==> config.mk <==
export PLATFORM = sky130hd
export DESIGN_NAME = csr
export DESIGN_NICKNAME = d
export VERILOG_FILES = /design/src/rtl/csr_pkg.sv /design/src/rtl/csr_trap_arbiter.sv /design/src/rtl/csr.sv
export SDC_FILE = /design/constraint.sdc
export NUM_CORES = 1
export LEC_CHECK = 0
export CELL_PAD_IN_SITES_DETAIL_PLACEMENT = 1
export CELL_PAD_IN_SITES_GLOBAL_PLACEMENT = 2
export CORE_ASPECT_RATIO = 1.2
export CORE_UTILIZATION = 39
export DETAILED_ROUTE_END_ITERATION = 8
export DONT_BUFFER_PORTS = 1
export PLACE_DENSITY = 0.81
export SYNTH_ARGS = -nofsm -noshare
export SYNTH_HDL_FRONTEND = slang
export SYNTH_SLANG_ARGS = --single-unit
export TNS_END_PERCENT = 1
==> constraint.sdc <==
create_clock -name clock -period 6.55 [get_ports clock]
set_input_delay 1.6375 -clock clock [delete_from_list [all_inputs] [get_ports clock]]
set_output_delay 1.6375 -clock clock [all_outputs]
set_load 0.02 [all_outputs]
==> src/rtl/csr_pkg.sv <==
// Shared definitions for the machine-mode CSR file and trap/PC sequencer:
// SYSTEM decode constants, CSR addresses, cause codes and FSM encodings.
package csr_pkg;

  // SYSTEM opcode and the fixed encodings of the privileged instructions
  localparam logic [6:0]  OPCODE_SYSTEM = 7'b1110011;
  localparam logic [31:0] INSN_ECALL    = 32'h0000_0073;
  localparam logic [31:0] INSN_EBREAK   = 32'h0010_0073;
  localparam logic [31:0] INSN_MRET     = 32'h3020_0073;

  // funct3 codes of the Zicsr instructions
  localparam logic [2:0] F3_CSRRW  = 3'b001;
  localparam logic [2:0] F3_CSRRS  = 3'b010;
  localparam logic [2:0] F3_CSRRC  = 3'b011;
  localparam logic [2:0] F3_CSRRWI = 3'b101;
  localparam logic [2:0] F3_CSRRSI = 3'b110;
  localparam logic [2:0] F3_CSRRCI = 3'b111;

  // Implemented CSR addresses
  localparam logic [11:0] CSR_MSTATUS  = 12'h300;
  localparam logic [11:0] CSR_MIE      = 12'h304;
  localparam logic [11:0] CSR_MTVEC    = 12'h305;
  localparam logic [11:0] CSR_MSCRATCH = 12'h340;
  localparam logic [11:0] CSR_MEPC     = 12'h341;
  localparam logic [11:0] CSR_MCAUSE   = 12'h342;
  localparam logic [11:0] CSR_MTVAL    = 12'h343;
  localparam logic [11:0] CSR_MIP      = 12'h344;

  // mstatus / mip / mie bit positions
  localparam int MSTATUS_MIE_BIT  = 3;
  localparam int MSTATUS_MPIE_BIT = 7;
  localparam int IRQ_SOFTWARE_BIT = 3;
  localparam int IRQ_TIMER_BIT    = 7;
  localparam int IRQ_EXTERNAL_BIT = 11;

  // mcause exception codes (interrupt flag carried separately in bit 31)
  localparam logic [3:0] CAUSE_M_SOFTWARE = 4'd3;
  localparam logic [3:0] CAUSE_M_TIMER    = 4'd7;
  localparam logic [3:0] CAUSE_M_EXTERNAL = 4'd11;
  localparam logic [3:0] CAUSE_BREAKPOINT = 4'd3;
  localparam logic [3:0] CAUSE_ECALL_M    = 4'd11;

  // Sequencer states
  typedef enum logic [3:0] {
    S_RESET = 4'd0,
    S_RUN   = 4'd1,
    S_TRAP  = 4'd2,
    S_MRET  = 4'd3
  } state_t;

  // Next-PC source select
  typedef enum logic [1:0] {
    PC_SRC_SEQ  = 2'b00,
    PC_SRC_TRAP = 2'b01,
    PC_SRC_MEPC = 2'b10,
    PC_SRC_HOLD = 2'b11
  } pc_src_t;

  // New CSR value produced by an immediate-form CSR instruction
  function automatic logic [31:0] csr_imm_result(input logic [2:0]  funct3,
                                                 input logic [31:0] old_value,
                                                 input logic [4:0]  zimm);
    logic [31:0] zext;
    logic [31:0] result;
    zext = {27'd0, zimm};
    case (funct3)
      F3_CSRRWI: result = zext;
      F3_CSRRSI: result = old_value | zext;
      default:   result = old_value & ~zext;
    endcase
    return result;
  endfunction

endpackage

==> src/rtl/csr_trap_arbiter.sv <==
// Interrupt priority, trap cause selection and trap target computation.
module csr_trap_arbiter
  import csr_pkg::*;
(
  input  logic [31:0] mip,
  input  logic [31:0] mie,
  input  logic [31:0] mtvec,
  input  logic        global_ie,
  input  logic        active,
  input  logic        ecall,
  input  logic        ebreak,
  output logic        take_trap,
  output logic [31:0] cause,
  output logic [31:0] trap_address
);

  logic [31:0] pending;
  logic        interrupt_pending;
  logic [31:0] trap_base;

  assign pending           = mip & mie;
  assign interrupt_pending = global_ie && (pending != 32'd0);

  // Interrupts outrank exceptions; among interrupts external > software > timer
  always_comb begin
    cause = {1'b0, 27'd0, CAUSE_BREAKPOINT};
    if (interrupt_pending) begin
      if (pending[IRQ_EXTERNAL_BIT]) begin
        cause = {1'b1, 27'd0, CAUSE_M_EXTERNAL};
      end else if (pending[IRQ_SOFTWARE_BIT]) begin
        cause = {1'b1, 27'd0, CAUSE_M_SOFTWARE};
      end else begin
        cause = {1'b1, 27'd0, CAUSE_M_TIMER};
      end
    end else if (ecall) begin
      cause = {1'b0, 27'd0, CAUSE_ECALL_M};
    end
  end

  assign take_trap = active && (interrupt_pending || ecall || ebreak);

  // Vectored mode offsets only interrupts; exceptions always land on the base
  assign trap_base    = {mtvec[31:2], 2'b00};
  assign trap_address = (mtvec[0] && interrupt_pending)
                        ? trap_base + {26'd0, cause[3:0], 2'b00}
                        : trap_base;

endmodule

==> src/rtl/csr.sv <==
// Machine-mode CSR file and trap/PC sequencer for the unpipelined RV32 core.
module csr
  import csr_pkg::*;
#(
  parameter logic [31:0] RESET_PC    = 32'h0000_0000,
  parameter logic [31:0] MTVEC_RESET = 32'h0000_0100,
  parameter logic [31:0] MIE_RESET   = 32'h0000_0888
) (
  input  logic        clock,
  input  logic        reset_n,
  input  logic [31:0] instruction,
  input  logic        irq_external,
  input  logic        irq_timer,
  input  logic        irq_software,
  input  logic        clock_enable,
  output logic [31:0] csr_data_out,
  output logic        ebreak,
  output logic        ecall,
  output logic [31:0] mcause,
  output logic [3:0]  mcause_cause_code,
  output logic [31:0] trap_address,
  output logic [31:0] program_counter,
  output logic [1:0]  program_counter_source,
  output logic [31:0] next_program_counter,
  output logic [31:0] instruction_address,
  output logic [31:0] prev_instruction_address,
  output logic [31:0] next_address,
  output logic        take_trap,
  output logic [3:0]  current_state,
  output logic [3:0]  next_state
);

  state_t      state_reg;
  state_t      state_next;
  pc_src_t     pc_source;
  logic [31:0] pc_reg;
  logic [31:0] prev_pc_reg;
  logic        mstatus_mie_reg;
  logic        mstatus_mpie_reg;
  logic [31:0] mie_reg;
  logic [31:0] mtvec_reg;
  logic [31:0] mscratch_reg;
  logic [31:0] mepc_reg;
  logic [31:0] mcause_reg;
  logic [31:0] mtval_reg;

  logic        is_mret;
  logic        is_csr;
  logic        csr_write;
  logic        run_active;
  logic        do_mret;
  logic [2:0]  funct3;
  logic [11:0] csr_addr;
  logic [4:0]  zimm;
  logic [31:0] mip_value;
  logic [31:0] mstatus_value;
  logic [31:0] csr_read_value;
  logic [31:0] csr_new;
  logic [31:0] trap_cause;

  // ---------------------------------------------------------------- decode
  assign funct3   = instruction[14:12];
  assign csr_addr = instruction[31:20];
  assign zimm     = instruction[19:15];
  assign ecall    = (instruction == INSN_ECALL);
  assign ebreak   = (instruction == INSN_EBREAK);
  assign is_mret  = (instruction == INSN_MRET);

  // Recognise the six Zicsr encodings under the SYSTEM opcode
  always_comb begin
    is_csr = 1'b0;
    if (instruction[6:0] == OPCODE_SYSTEM) begin
      case (funct3)
        F3_CSRRW, F3_CSRRS, F3_CSRRC,
        F3_CSRRWI, F3_CSRRSI, F3_CSRRCI: is_csr = 1'b1;
        default:                         is_csr = 1'b0;
      endcase
    end
  end

  // ------------------------------------------------------------- CSR read
  assign mip_value = (32'(irq_external) << IRQ_EXTERNAL_BIT)
                   | (32'(irq_timer)    << IRQ_TIMER_BIT)
                   | (32'(irq_software) << IRQ_SOFTWARE_BIT);

  // Only MIE and MPIE are stored; MPP is hardwired to machine mode (11)
  assign mstatus_value = {19'd0, 2'b11, 3'd0, mstatus_mpie_reg, 3'd0, mstatus_mie_reg, 3'd0};

  // Old value of the addressed CSR; unimplemented addresses read zero
  always_comb begin
    case (csr_addr)
      CSR_MSTATUS:  csr_read_value = mstatus_value;
      CSR_MIE:      csr_read_value = mie_reg;
      CSR_MTVEC:    csr_read_value = mtvec_reg;
      CSR_MSCRATCH: csr_read_value = mscratch_reg;
      CSR_MEPC:     csr_read_value = mepc_reg;
      CSR_MCAUSE:   csr_read_value = mcause_reg;
      CSR_MTVAL:    csr_read_value = mtval_reg;
      CSR_MIP:      csr_read_value = mip_value;
      default:      csr_read_value = 32'd0;
    endcase
  end

  assign csr_data_out = is_csr ? csr_read_value : 32'd0;
  assign csr_new      = csr_imm_result(funct3, csr_read_value, zimm);

  // ------------------------------------------------------------- trap path
  assign run_active = clock_enable && (state_reg == S_RUN);

  csr_trap_arbiter u_trap_arbiter (
    .mip          (mip_value),
    .mie          (mie_reg),
    .mtvec        (mtvec_reg),
    .global_ie    (mstatus_mie_reg),
    .active       (run_active),
    .ecall        (ecall),
    .ebreak       (ebreak),
    .take_trap    (take_trap),
    .cause        (trap_cause),
    .trap_address (trap_address)
  );

  // MRET cannot coexist with an exception, so !take_trap means "no interrupt"
  assign do_mret = run_active && is_mret && !take_trap;

  // Register forms have no rs1 data here, so only immediate forms write;
  // set/clear with a zero immediate leaves the CSR untouched.
  assign csr_write = clock_enable && (state_reg != S_RESET) && !take_trap
                   && is_csr && funct3[2]
                   && ((funct3 == F3_CSRRWI) || (zimm != 5'd0));

  // Next-PC source and next FSM state
  always_comb begin
    pc_source  = PC_SRC_SEQ;
    state_next = state_reg;
    if (!clock_enable || (state_reg == S_RESET)) begin
      pc_source = PC_SRC_HOLD;
    end else if (take_trap) begin
      pc_source = PC_SRC_TRAP;
    end else if (do_mret) begin
      pc_source = PC_SRC_MEPC;
    end
    if (clock_enable) begin
      case (state_reg)
        S_RESET: state_next = S_RUN;
        S_RUN: begin
          if (take_trap) begin
            state_next = S_TRAP;
          end else if (do_mret) begin
            state_next = S_MRET;
          end else begin
            state_next = S_RUN;
          end
        end
        S_TRAP:  state_next = S_RUN;
        S_MRET:  state_next = S_RUN;
        default: state_next = S_RESET;
      endcase
    end
  end

  // Next-PC mux driven by the selected source
  always_comb begin
    case (pc_source)
      PC_SRC_TRAP: next_program_counter = trap_address;
      PC_SRC_MEPC: next_program_counter = mepc_reg;
      PC_SRC_HOLD: next_program_counter = pc_reg;
      default:     next_program_counter = pc_reg + 32'd4;
    endcase
  end

  // Sequencer FSM: state, program counter and previous-PC registers
  always_ff @(posedge clock or negedge reset_n) begin
    if (!reset_n) begin
      state_reg   <= S_RESET;
      pc_reg      <= RESET_PC;
      prev_pc_reg <= 32'd0;
    end else if (clock_enable) begin
      state_reg   <= state_next;
      pc_reg      <= next_program_counter;
      prev_pc_reg <= pc_reg;
    end
  end

  // CSR state: trap entry, MRET restore, or an immediate-form CSR write
  always_ff @(posedge clock or negedge reset_n) begin
    if (!reset_n) begin
      mstatus_mie_reg  <= 1'b0;
      mstatus_mpie_reg <= 1'b0;
      mie_reg          <= MIE_RESET;
      mtvec_reg        <= MTVEC_RESET;
      mscratch_reg     <= 32'd0;
      mepc_reg         <= 32'd0;
      mcause_reg       <= 32'd0;
      mtval_reg        <= 32'd0;
    end else if (clock_enable) begin
      if (take_trap) begin
        mepc_reg         <= pc_reg;
        mcause_reg       <= trap_cause;
        mtval_reg        <= 32'd0;
        mstatus_mpie_reg <= mstatus_mie_reg;
        mstatus_mie_reg  <= 1'b0;
      end else if (do_mret) begin
        mstatus_mie_reg  <= mstatus_mpie_reg;
        mstatus_mpie_reg <= 1'b1;
      end else if (csr_write) begin
        case (csr_addr)
          CSR_MSTATUS: begin
            mstatus_mie_reg  <= csr_new[MSTATUS_MIE_BIT];
            mstatus_mpie_reg <= csr_new[MSTATUS_MPIE_BIT];
          end
          CSR_MIE:      mie_reg      <= csr_new;
          CSR_MTVEC:    mtvec_reg    <= {csr_new[31:2], 1'b0, csr_new[0]};
          CSR_MSCRATCH: mscratch_reg <= csr_new;
          CSR_MEPC:     mepc_reg     <= {csr_new[31:2], 2'b00};
          CSR_MCAUSE:   mcause_reg   <= csr_new;
          CSR_MTVAL:    mtval_reg    <= csr_new;
          default:      ;
        endcase
      end
    end
  end

  // ------------------------------------------------------------- outputs
  assign program_counter          = pc_reg;
  assign instruction_address      = pc_reg;
  assign prev_instruction_address = prev_pc_reg;
  assign next_address             = pc_reg + 32'd4;
  assign program_counter_source   = pc_source;
  assign mcause                   = mcause_reg;
  assign mcause_cause_code        = mcause_reg[3:0];
  assign current_state            = state_reg;
  assign next_state               = state_next;

endmodule

# Yosys cells after proc, flatten, opt, wreduce, memory -nomap -nowiden
# Index checks and enable logic that the tools add are counted.
dict set report word_totals {
  reg_bits 261
  out_inout_bits 273
}
dict set report op_classes {
  addsub 2
  n_eq_ne 25
  muxes 38
  bitwise_logic 8
  n_reduce_logical 36
}
# cell count
set ops {}
lappend ops {{$mux 32} 16}
lappend ops {{$pmux 32 s8} 1}
lappend ops {{$eq 12x10->1 const B} 8}
lappend ops {{$pmux 32 s3} 1}
lappend ops {{$pmux 32 s2} 1}
lappend ops {{$add 32x3->32 const B} 1}
lappend ops {{$add 32x6->32} 1}
lappend ops {{$and 12x32->32} 1}
lappend ops {{$and 32x32->32} 1}
lappend ops {{$eq 32x21->1 const B} 1}
lappend ops {{$eq 32x30->1 const B} 1}
lappend ops {{$eq 32x7->1 const B} 1}
lappend ops {{$not 5->32} 1}
lappend ops {{$or 32x5->32} 1}
lappend ops {{$reduce_bool 32->1} 1}
lappend ops {{$reduce_and 5->1} 3}
lappend ops {{$or 12x4->12} 1}
lappend ops {{$or 12x8->12} 1}
lappend ops {{$reduce_and 4->1} 3}
lappend ops {{$logic_and 1x1->1} 11}
lappend ops {{$mux 1} 10}
lappend ops {{$mux 2} 5}
lappend ops {{$eq 3x3->1 const B} 3}
lappend ops {{$eq 4x2->1 const B} 2}
lappend ops {{21 further kinds} 33}

# Longest topological paths before layout
dict set report depth {
  depth_word 16
  mapped_depth 14
}

# Cells and area by module
# From an unflattened synthesis, not the netlist that was laid out.
dict set report hier_totals {
  cells_unflattened 1676
  area_unflattened_um2 15363.5
}
# mod n_inst cells_each area_each_um2
set modules_own_cells {}
lappend modules_own_cells {csr 1 1515 14206.1}
lappend modules_own_cells {csr_trap_arbiter 1 161 1157.4}

# Least setup slack after synthesis
# OpenSTA, ideal clock, no wires.
dict set report synth_path {
  path_kind {input to output}
  from {input instruction[12]}
  to {output next_program_counter[12]}
  t_arrival_ns 4.896
  t_required_ns 4.912
  slack_ns 0.016
  cell_stages 13
  cell_sequence {buf_2 > or4_1 > nor4_2 > and2_1 > nand2_1 > o31ai_1 > ha_1 > nor2_1 > a21oi_1 > and2_1 > nand4_1 > xnor2_1 > a221o_1}
}
dict set report synth_between {
  word_cells_on_any_way 20
  cone_classes {add/sub: 1; eq/ne: 6; mux: 7; reduce/logical: 6}
}
# item line_no
set synth_rtl {}
lappend synth_rtl {{start, declared} csr.sv:11} ;# input logic [31:0] instruction,
lappend synth_rtl {{$eq 32x7->1} csr.sv:65} ;# assign ecall = (instruction == INSN_ECALL);
lappend synth_rtl {{$mux 4} csr_trap_arbiter.sv:35} ;# end else if (ecall) begin
lappend synth_rtl {{$mux 32} csr_trap_arbiter.sv:27} ;# if (interrupt_pending) begin
lappend synth_rtl {{$add 32x6->32} csr_trap_arbiter.sv:45} ;# ? trap_base + {26'd0, cause[3:0], 2'b00}
lappend synth_rtl {{$mux 32} csr_trap_arbiter.sv:45}
lappend synth_rtl {{net trap_address[12]} csr.sv:21} ;# output logic [31:0] trap_address,
lappend synth_rtl {{$pmux 32 s3} csr.sv:164} ;# case (pc_source)
lappend synth_rtl {{end, declared} csr.sv:24} ;# output logic [31:0] next_program_counter,
# The timed path passes the listed nets, and every way through them passes these cells.

# Worst setup path in the final report
dict set report layout_path {
  from {input instruction[16]}
  to {output next_program_counter[18]}
}
dict set report layout_between {
  elab_chain_len 11
  word_cells_on_any_way 20
  cone_classes {add/sub: 1; eq/ne: 6; mux: 7; reduce/logical: 6}
}
# item line_no
set layout_lines {}
lappend layout_lines {{branches (longest 10 deep; another with $add 32x6->32)} -}
lappend layout_lines {{$pmux 32 s3 (*)} csr.sv:164}
# Every way passes the cells marked *.

==> results.ini <==
[route]
vias = 13230
wl_per_cell_um = 26.7
vias_per_cell = 6.12
drc = 0
first_pass_iters = 5
detail-route-antenna-nets = 0
drt_iter0_markers = 900
wirelength_um = 57700

[status]
outcome = finished, final reports clean

[die]
rows = 78
die_w_um = 182
core_area_um2 = 38000
num_io_pins = 311
die_h_um = 218
start_util_pct = 39.8
die_area_um2 = 39500

[synth]
synth-edff-count = 0
yosysTopAreaCell = dfrtp_1
synth_top_area_share_pct = 42.5
yosys.cell_count.top_type = nand2_1
synth_ff_type = dfrtp_1
yosysSeqAreaShare_pct = 43.2
synthArstFlopShare_pct = 100
syn_area_per_cell_um2 = 8.84
synth_warnings = 0
syn-cell-area_um2 = 15100
synthTopCellsByArea = dfrtp_1, nand2_1, mux2_2, a21oi_1, o21ai_0
synthTopCellsByCount = nand2_1, dfrtp_1, nor2_1, a21oi_1, o21ai_0
ys_types = 78
netlist_instances = 1710
synth-seq-cells = 261

[pwr]
power_mw = 4.03
power_density_nw_per_um2 = 242
p_leak_nw = 6.90
ir_drop_mv = 0.194

[place]
pre_cts_ws_ns = 0.0852
port_buffers = 0
place_inst = 2108
gp_congestion = 0.902
dp_hpwl_um = 41600
dpl_cell_area_um2 = 15500

[setup_path]
critPathKind = input port to output pin
cpMaxStageDelayCell = or4_1
regToRegStartpoint = mie_reg[11]
endpoint_kind = output pin
crit_chain = or4_1, nor3_4, and2_1, nand2_1, o31ai_2, ha_1, nor2_1, a21oi_1, buf_4, and2_2, nand4_1, xnor2_1, a221o_1
r2r_end = instruction_address[12]
r2r_setup_slack_ns = 3.19
r2r_cells = 13
cp-start-kind = input port
critPathArrivalTime_ns = 4.72
cp.required_ns = 4.91
endpoint = next_program_counter[18]
max_stage_delay_ns = 0.62
path_max_fanout = 9
cp-startpoint = instruction[16]

[cts]
path_clk_slew_ns = 0.06
root_buffer = clkbuf_16
cts_resized = 0
tritoncts = yes
postCtsSetupRepairBufs = 0
cts_buffers = 29
clock_latency_ns = 0.58
clk_path_buf_depth = 3
cts_sinks = 261
ctsHoldBuffers = 0
cts-htree-levels = 1

[finish]
layout-drive-gt1-share_pct = 14.3
area_delta_synth_final_pct = 10.1
fin_util_pct = 43.8
final_nets = 1701
stdcell_count = 2163
stdcell_area_um2 = 16600

[sta]
final-setup-viol-count = 0
maxSlewViolCount = 0
fin_tns_setup_ns = 0
postLayoutSetupSlackWorst_ns = 0.188
min_period_ns = 6.36
fmax_mhz = 157
holdWs_ns = 0.478
rsz0062_at_grt = no
skew_ns = 0.00926
worst_pin_slew_ns = 1.05
timing.final.crit_share_pct = 97.1
slew_headroom_pct = 29.5
hold_violations = 0

[run]
maxCapViolations = 0

[min_path]
holdCritPathClass = flop to flop
hold_depth = 2

[global_routing]
grt_max_degree = 262
grt_usage_pct = 29.3
grt.overflow.total = 0
antenna_found_initial = 1
grt_pass1_vias = 13521
grt_pass1_wl_um = 88200

## worst min-delay path by stage
stage                start           to  slack, ns
3_3_place_gp   mie_reg[24]  mie_reg[24]       0.46
3_5_place_dp    mie_reg[9]   mie_reg[9]       0.47
4_1_cts         mie_reg[9]   mie_reg[9]       0.48
2_1_floorplan  mie_reg[14]  mie_reg[14]       0.45
6_report        mie_reg[9]   mie_reg[9]       0.48
5_1_grt         mie_reg[9]   mie_reg[9]       0.50
## cell families (layout without fill, tap and decap cells)
logic type,after synthesis,count (layout),synth area share [%]
AO/OA/AOI/OAI,442,442,18.7
XOR/XNOR,55,55,3.19
adder cells (fa/ha/maj),4,4,0.331
buffers and inverters,178,149,5.99
flip-flops,261,261,43.2
multiplexers,99,99,7.19
other,1,3,0.0248
AND/OR/NAND/NOR,670,670,21.3
## metal layers
metal	track usage (%)	vias up	share of wire, %
met5	0	-	0
met4	8.42	0	2.3
met3	6.65	76	8.2
li1	-	5975	-
met2	47.0	515	46
met1	39.5	6664	43
## layout make-up
class	count	area, um^2
fill	4364	21300
multi-input combinational	1272	7740
sequential	261	6540
clock buffer	41	861
timing repair buffer	82	628
tap	480	601
clock inverter	13	221
inverter	13	51.3
antenna	1	2.50
## cells in the final DEF (no fill, tap or decap), types with 7 or more instances in the layout
master / instances
or4_1: 7
nor3_1: 15
nand3_1: 47
and4_1: 10
a31oi_1: 26
clkbuf_8: 9
nand4_1: 28
o22ai_1: 11
dfrtp_1: 257
a22oi_1: 17
o21ai_0: 95
buf_4: 81
mux2_2: 56
and3b_1: 11
a22o_1: 23
and2_1: 9
or2_2: 11
nand2_1: 324
nor2b_1: 11
nor2_1: 112
a221oi_1: 9
clkbuf_16: 29
o2bb2ai_1: 10
o21a_1: 10
o21ai_1: 57
a21oi_1: 106
mux2i_1: 40
a221o_1: 38
xnor2_1: 48
xor2_1: 7
nand2b_1: 22
inv_1: 12
and3_1: 15
## worst max-delay path, delay by kind of cell
family / cells / cell delay, ns
xor gates and xnor gates: 1 / 0.18
and+or+nand+nor: 7 / 1.57
AOI/OAI and AO/OA: 3 / 0.90
buffers and inverters: 1 / 0.20
adders and majority gates: 1 / 0.23
## power by group
group	switching (mW)	internal, mW	total [mW]
Combinational	0.200	0.119	0.319
Clock	0.712	1.15	1.86
Sequential	0.188	1.66	1.85
Total	1.10	2.93	4.03
Note: power is estimated with default switching activity, not from simulation.
